--- src/rtl/debounced_event_counter.sv ---
// debounced_event_counter: debounced up/down press counter with step, limit and wrap/saturate
//   clock, reset (sync, active-high), button/button_down (raw async),
//   clear (sync clear), enable (gate events) -> counter, at_max, at_zero, limit_pulse
module debounce_ch #(
  parameter int DEBOUNCE = 4
) (
  input  logic clock,
  input  logic reset,
  input  logic raw,
  output logic press
);
  localparam int TW = $clog2(DEBOUNCE + 1);
  typedef enum logic {STABLE, PENDING} state_t;
  state_t state, state_n;
  logic [1:0] sync;
  logic level, level_n, level_q, mismatch, done;
  logic [TW-1:0] timer, timer_n, count;
  always_ff @(posedge clock) begin
    if (reset) begin
      sync <= '0;
      state <= STABLE;
      level <= 1'b0;
      level_q <= 1'b0;
      timer <= '0;
    end else begin
      sync <= {sync[0], raw};
      state <= state_n;
      level <= level_n;
      level_q <= level;
      timer <= timer_n;
    end
  end
  // count = consecutive mismatching samples including the current one
  always_comb begin
    mismatch = sync[1] != level;
    count = (state == PENDING ? timer : '0) + TW'(1);
    done = mismatch && count == TW'(DEBOUNCE);
    state_n = mismatch && !done ? PENDING : STABLE;
    timer_n = mismatch && !done ? count : '0;
    level_n = done ? ~level : level;
  end
  assign press = level & ~level_q;
endmodule

module debounced_event_counter #(
  parameter int WIDTH     = 8,
  parameter int MAX_COUNT = 255,
  parameter int STEP      = 1,
  parameter int DEBOUNCE  = 4,
  parameter int WRAP_MODE = 1
) (
  input  logic             clock,
  input  logic             reset,
  input  logic             button,
  input  logic             button_down,
  input  logic             clear,
  input  logic             enable,
  output logic [WIDTH-1:0] counter,
  output logic             at_max,
  output logic             at_zero,
  output logic             limit_pulse
);
  localparam logic [WIDTH:0] max_c = (WIDTH+1)'(MAX_COUNT);
  localparam logic [WIDTH:0] max_p1 = (WIDTH+1)'(MAX_COUNT + 1);
  localparam logic [WIDTH:0] step_c = (WIDTH+1)'(STEP);
  logic up_ev, dn_ev, up_only, dn_only, up_ovf, dn_unf, lim_n;
  logic [WIDTH:0] c;
  logic [WIDTH-1:0] up_val, dn_val, nxt;
  debounce_ch #(.DEBOUNCE(DEBOUNCE)) u_up (.clock(clock), .reset(reset), .raw(button), .press(up_ev));
  debounce_ch #(.DEBOUNCE(DEBOUNCE)) u_dn (.clock(clock), .reset(reset), .raw(button_down), .press(dn_ev));
  // arithmetic runs one bit wider so c + STEP and c + MAX_COUNT + 1 never overflow
  always_comb begin
    c = {1'b0, counter};
    up_only = enable & up_ev & ~dn_ev;
    dn_only = enable & dn_ev & ~up_ev;
    up_ovf = c > max_c - step_c;
    dn_unf = c < step_c;
    up_val = up_ovf ? (WRAP_MODE != 0 ? WIDTH'(c + step_c - max_p1) : WIDTH'(MAX_COUNT)) : WIDTH'(c + step_c);
    dn_val = dn_unf ? (WRAP_MODE != 0 ? WIDTH'(c + max_p1 - step_c) : '0) : WIDTH'(c - step_c);
    nxt = up_only ? up_val : dn_only ? dn_val : counter;
    lim_n = (up_only & up_ovf) | (dn_only & dn_unf);
  end
  always_ff @(posedge clock) begin
    if (reset || clear) begin
      counter <= '0;
      limit_pulse <= 1'b0;
    end else begin
      counter <= nxt;
      limit_pulse <= lim_n;
    end
  end
  assign at_max = counter == WIDTH'(MAX_COUNT);
  assign at_zero = counter == '0;
endmodule

--- config.mk ---
export PLATFORM = sky130hd
export DESIGN_NAME = debounced_event_counter
export DESIGN_NICKNAME = d
export VERILOG_FILES = /design/src/rtl/debounced_event_counter.sv
export SDC_FILE = /design/constraint.sdc
export NUM_CORES = 1
export LEC_CHECK = 0
export BUFFER_PORTS_ARGS = -buffer_cell sky130_fd_sc_hd__buf_2
export CAP_MARGIN = 20
export CELL_PAD_IN_SITES_DETAIL_PLACEMENT = 1
export CELL_PAD_IN_SITES_GLOBAL_PLACEMENT = 2
export CORE_MARGIN = 4
export CORE_UTILIZATION = 25
export DETAILED_ROUTE_END_ITERATION = 12
export PLACE_DENSITY = 0.67
export SLEW_MARGIN = 15
export SYNTH_ARGS = -nofsm -noshare
export SYNTH_HDL_FRONTEND = slang
export SYNTH_SLANG_ARGS = --single-unit
--- constraint.sdc ---
create_clock -name clock -period 1.5 [get_ports clock]
set_input_delay 0.225 -clock clock [delete_from_list [all_inputs] [get_ports clock]]
set_output_delay 0.225 -clock clock [all_outputs]
set_load 0.05 [all_outputs]
==> results of run 1 <==
[registers in the layout, summed over array words and instances, names as in the netlist]
name	cells
u_dn.level	1
counter	8
u_dn.level_q	1
u_dn.sync	2
u_up.state	1
limit_pulse	1
u_up.timer	3
u_up.sync	2
u_dn.state	1
u_up.level_q	1
u_up.level	1
u_dn.timer	3
[per-layer routing]
layer,GRT usage [%],share of wire (%)
met4,3.91,2.9
met3,2.67,3.6
met1,12.6,42
met2,20.9,51
met5,0,0
[critical path: cells and delay by family, from the launching register on]
| kind | cells | cell delay (ps) |
|---|---|---|
| buf+inv | 1 | 190 |
| flops | 1 | 370 |
| simple gates | 3 | 560 |
[layout by cell type (no fill, tap or decap), types with 5 or more instances in the layout]
cell	instances
buf_2	14
buf_4	18
buf_6	7
dfxtp_1	15
dfxtp_4	6
ha_4	5
mux2i_1	5
nand2_1	9
nor2_1	9
nor2b_1	7
or3_1	5
[power by group]
| group | switching, W | internal, W |
|---|---|---|
| Combinational | 0.0000192 | 0.0000143 |
| Sequential | 0.00000420 | 0.000661 |
| Clock | 0.000230 | 0.000195 |
[cell families after synthesis]
kind of cell / after synthesis / synth area share [%]
adder cells (fa/ha/maj): 8 / 8.25
buffers and inverters: 8 / 2.47
AO/OA/AOI/OAI: 21 / 11.1
flip-flops: 25 / 41.2
multiplexers: 5 / 4.12
AND/OR/NAND/NOR: 66 / 31.3
XOR/XNOR: 2 / 1.44
[area by class of cell]
class / count / area, um^2
Multi-Input combinational cell: 102 / 910
Timing Repair Buffer: 39 / 284
Clock buffer: 3 / 41.3
Sequential cell: 25 / 528
Clock inverter: 1 / 8.76
Tap cell: 67 / 83.8
Inverter: 7 / 33.8
Fill cell: 538 / 2830
[timing repair]
action | CTS | global route
gates resized for setup | 22 | 36
setup buffers | 9 | 6
cloned | 0 | 0
setup endpoints to repair | 6 | 13
pin swaps | 4 | 8
[metrics by stage]
step           instances  worst slack (ps)  hold slack, ps  power (W)  area, um^2
6_report             244              -114             155    0.00112        1890
5_1_grt              244              -178             155    0.00120        1890
4_1_cts              238              -131             152    0.00115        1690
3_5_place_dp         225             -63.6             442   0.000713        1490
3_3_place_gp         225             -10.6             418   0.000711        1490
2_1_floorplan        135             -66.4             353   0.000697        1270
[path summary, 6_finish.rpt]
check,from,endpoint,slack (ps)
setup reg to reg,counter[4]$_SDFFE_PP0P_,limit_pulse$_SDFF_PP0_,-60
setup / recovery,counter[4]$_SDFFE_PP0P_,at_zero,-110
hold reg to reg,u_up.sync[0]$_SDFF_PP0_,u_up.sync[1]$_SDFF_PP0_,460
hold / removal,button,u_up.sync[0]$_SDFF_PP0_,160
==> metrics.yaml, run 1 <==
critPathMaxFanout: 3
pwr_density_cell_nw_per_um2: 595
cp-end-kind: "primary output"
hold_viol: 0
yosysTopAreaCellShare_pct: 41.2
wl_per_cell_um: 13.9
routed_via_density: 4.60
fin_util_pct: 40.0
synth_cell_types: 35
ys.flop_type: "dfxtp_1"
crit_type: "reg -> out"
drc_errors: 0
setup_ws_ps: -114
htree_levels: 1
ys_top_cells_by_count: "dfxtp_1, nand2_1, nor2_1"
drive_above_1_share_pct: 50.3
status: "finished, violations left"
ys_seq_elements: 25
gr-usage-all-layers_pct: 11.3
synth_area_um2: 1210
timing.fmax_ghz: 0.619
ant_nets: 0
slowest_delay_ps: 370
synth_top_area_cell: "dfxtp_1"
die_y_um: 77.7
rows: 25
slew_viol_final: 0
place_congestion: 0.727
core_um2: 4720
start_util_pct: 25.7
cp.required_ps: 1270
rsz0062_at_grt: "true"
cts_buffers: 3
syn_area_per_cell_um2: 8.99
yosysSeqAreaShare_pct: 41.2
clk_pin_slew_ps: 100
setup_viol_count_final: 3
syn_to_final_growth_pct: 55.7
postSynthCellCount: 135
clkLatencyLatePin_ps: 270
dieArea_um2: 6030
die_w_um: 77.7
yosys-top-cells-area: "dfxtp_1, ha_1, mux2i_1, nor2b_1, nand2_1"
dr.pass1.iters: 4
hold_class: "in -> reg"
cts_sinks: 25
vdd_drop_max_mv: 0.408
async_flop_share_pct: 0
cp_cell_sequence: "nor3_4 > nand2b_1 > nor4b_4 > buf_6"
slew_headroom_pct: 77.3
grt_remaining_overflow: 0
hpwl_mm: 2.48
ios: 17
synth_edf_count: 0
diodes: 0
setup_tns_ps: -195
fin_nets: 192
port_buffers: 16
vias: 1123
antenna_found_initial: 0
root_buffer: "clkbuf_8"
slowest_stage: "dfxtp_4"
finalCriticalPeriod_ps: 1610
grt_max_degree: 17
finalCritPeriodShare_pct: 108
drv_cap: 0
start_kind: "flip-flop"
first_iter_violations: 23
wl_mm: 3.40
r2r_cells: 6
grt_pass1_vias: 1182
cts.path.max_buffers: 2
critPathArrivalTime_ps: 1390
failed_checks: "negative setup slack"
ys_warn_count: 0
min_path_cells: 2
tritoncts: "built"
syn_nets: 149
skew_ps: 3.63
p_leak_nw: 0.856
hold_buffers: 0
grt_pass1_wl_mm: 5.50
worst_pin_slew_ps: 339
yosysMostFrequentCell: "dfxtp_1"
Power figures use the tool's default switching activity.
==> run 2: changes to the inputs <==
Settings changed: ABC_AREA set to 1, PLACE_DENSITY 0.67 to 0.68.
Clock period 1.5 ns to 1.6 ns, I/O delays scaled along.
==> run 2 against run 1 <==
Compared with the run above: cell count up 7.4%; synthesized cell count up 28%; the flow now finishes without violations; synthesized area up 4.5%; critical endpoint unchanged; flip-flop and latch count unchanged; sequential power down 5.3%; core utilization down 7.9 points; routed wire length down 15%; global-route usage down 0.64 points; critical path type unchanged; die area up 4.1%; highest routed layer unchanged; hold slack better by 9.4 ps; combinational power up 2%.
==> metrics.yaml, run 2 <==
skew_ps: 7.83
yosysTopAreaCellShare_pct: 39.4
tritoncts: "built"
finalCritPeriodShare_pct: 96.8
ios: 17
cts_buffers: 3
ys_top_cells_by_count: "nand2_1, inv_1, dfxtp_1"
final_common_cell: "nand2_1"
cp-end-kind: "primary output"
syn_area_per_cell_um2: 7.33
root_buffer: "clkbuf_8"
ys_seq_elements: 25
rows: 25
cts_sinks: 25
port_buffers: 16
status: "completed"
cts.path.max_buffers: 2
synth_compound_area_share_pct: 7.10
place_congestion: 0.741
p_leak_nw: 0.723
synth_area_um2: 1270
rsz0062_at_grt: "true"
yosysSeqAreaShare_pct: 39.4
critPathMaxFanout: 2
setup_viol_count_final: 0
synth_top_family_by_area: "simple AND/OR/NAND/NOR gates"
dp_cells: 257
first_iter_violations: 27
hold_viol: 0
drv_cap: 0
core_um2: 4820
grt_max_degree: 15
largest_register_ffs: 8
die_w_um: 79.2
worst_pin_slew_ps: 342
crit_type: "reg -> out"
diodes: 0
dieArea_um2: 6280
clk_pin_slew_ps: 90
top_register: "counter"
synthMuxAreaShare_pct: 0
syn_nets: 187
postSynthCellCount: 173
slew_headroom_pct: 77.0
grt_remaining_overflow: 0
vias: 1130
synth_xor_area_share_pct: 2.76
drc_errors: 0
timing.fmax_ghz: 0.646
finalPower_w: 0.00104
syn_to_final_growth_pct: 21.8
yosys.area_share.adder_pct: 7.89
synth_edf_count: 0
grt_pass1_vias: 1210
ys_warn_count: 0
critPathArrivalTime_ps: 1310
die_y_um: 79.2
vdd_drop_max_mv: 0.370
grt_pass1_wl_mm: 5.38
yosys-top-cells-area: "dfxtp_1, nand2_1, inv_1, ha_1, nor2_1"
htree_levels: 1
antenna_found_initial: 0
largestRegisters: "counter x8, u_dn.timer x3, u_up.timer x3"
dr.pass1.iters: 4
instances_no_fill: 262
fin_nets: 210
finalCriticalPeriod_ps: 1550
hpwl_mm: 2.37
layout_common_cells: "nand2_1, inv_1, nor2_1, dfxtp_1, buf_2"
clkLatencyLatePin_ps: 270
wl_per_cell_um: 11.1
cp.required_ps: 1360
hold_class: "in -> reg"
start_kind: "flip-flop"
ys.flop_type: "dfxtp_1"
start_util_pct: 26.3
wl_mm: 2.90
routed_via_density: 4.31
ant_nets: 0
synthSimpleGateAreaFrac_pct: 33.2
slew_viol_final: 0
pwr_density_cell_nw_per_um2: 674
yosysMostFrequentCell: "nand2_1"
gr-usage-all-layers_pct: 10.7
drive_above_1_share_pct: 25.1
n_fill_cell: 608
async_flop_share_pct: 0
synth_cell_types: 21
synth_top_area_cell: "dfxtp_1"
## run 2: critical path: stages (launching register included)
cell and delay [ps]:
dfxtp_2 330, or2_4 250, nor3_4 130, nand2_2 80
nor2_4 80, buf_6 160
## run 2: what timing repair did
action                     in CTS  in global routing
hold buffers                    0                  0
pin swaps                       3                  2
buffers inserted                0                  1
setup endpoints to repair       2                  3
resized for setup               8                  6
## run 2: layout make-up
cell class                      instances  area (um^2)  area share [%]
Multi-Input combinational cell        116          676            43.7
Sequential cell                        25          512            33.1
Inverter                               31          116            7.53
Timing Repair Buffer                   19          111            7.21
Tap cell                               67         83.8            5.43
Clock buffer                            3         41.3            2.67
Clock inverter                          1         5.00           0.324
## run 2: path summary, 6_finish.rpt
path | startpoint | to | slack, ps | depth (start not counted)
max | counter[5]$_SDFFE_PP0P_ | at_zero | 50 | 5
min | button_down | u_dn.sync[0]$_SDFF_PP0_ | 160 | 3
max reg2reg | u_dn.state$_SDFF_PP0_ | u_dn.timer[0]$_SDFF_PP0_ | 230 | 9
min reg2reg | u_up.sync[0]$_SDFF_PP0_ | u_up.sync[1]$_SDFF_PP0_ | 410 | 2
## run 2: metal layers
layer  GRT usage (%)  share of wire (%)
met4            3.61                1.5
met5               0                  0
met2            19.2                 51
met1            12.7                 44
met3            1.93                3.1
## run 2: logic make-up after synthesis
family,count (synthesis)
compound gates,18
xor+xnor,4
fa+ha+maj,8
buf+inv,32
flops,25
simple gates,86
## run 2: where the power goes
part	internal [W]	total (W)	leakage [nW]	switching, W
Sequential	0.000627	0.000630	0.206	0.00000309
Clock	0.000174	0.000377	0.0255	0.000203
Combinational	0.0000128	0.0000343	0.491	0.0000215
## run 2: through the flow
step / instance area [um^2] / utilization (%) / TNS (ps) / hold slack (ps) / worst slack (ps)
finish: 1550 / 32.1 / 0 / 165 / 51.3
detailed placement: 1460 / 30.3 / 0 / 403 / 151
global route: 1550 / 32.1 / -12.0 / 184 / -12.0
floorplan: 1290 / - / -22.1 / 347 / -22.1
CTS: 1530 / 31.7 / -40.4 / 161 / -40.4
global placement: 1460 / 30.3 / 0 / 392 / 179
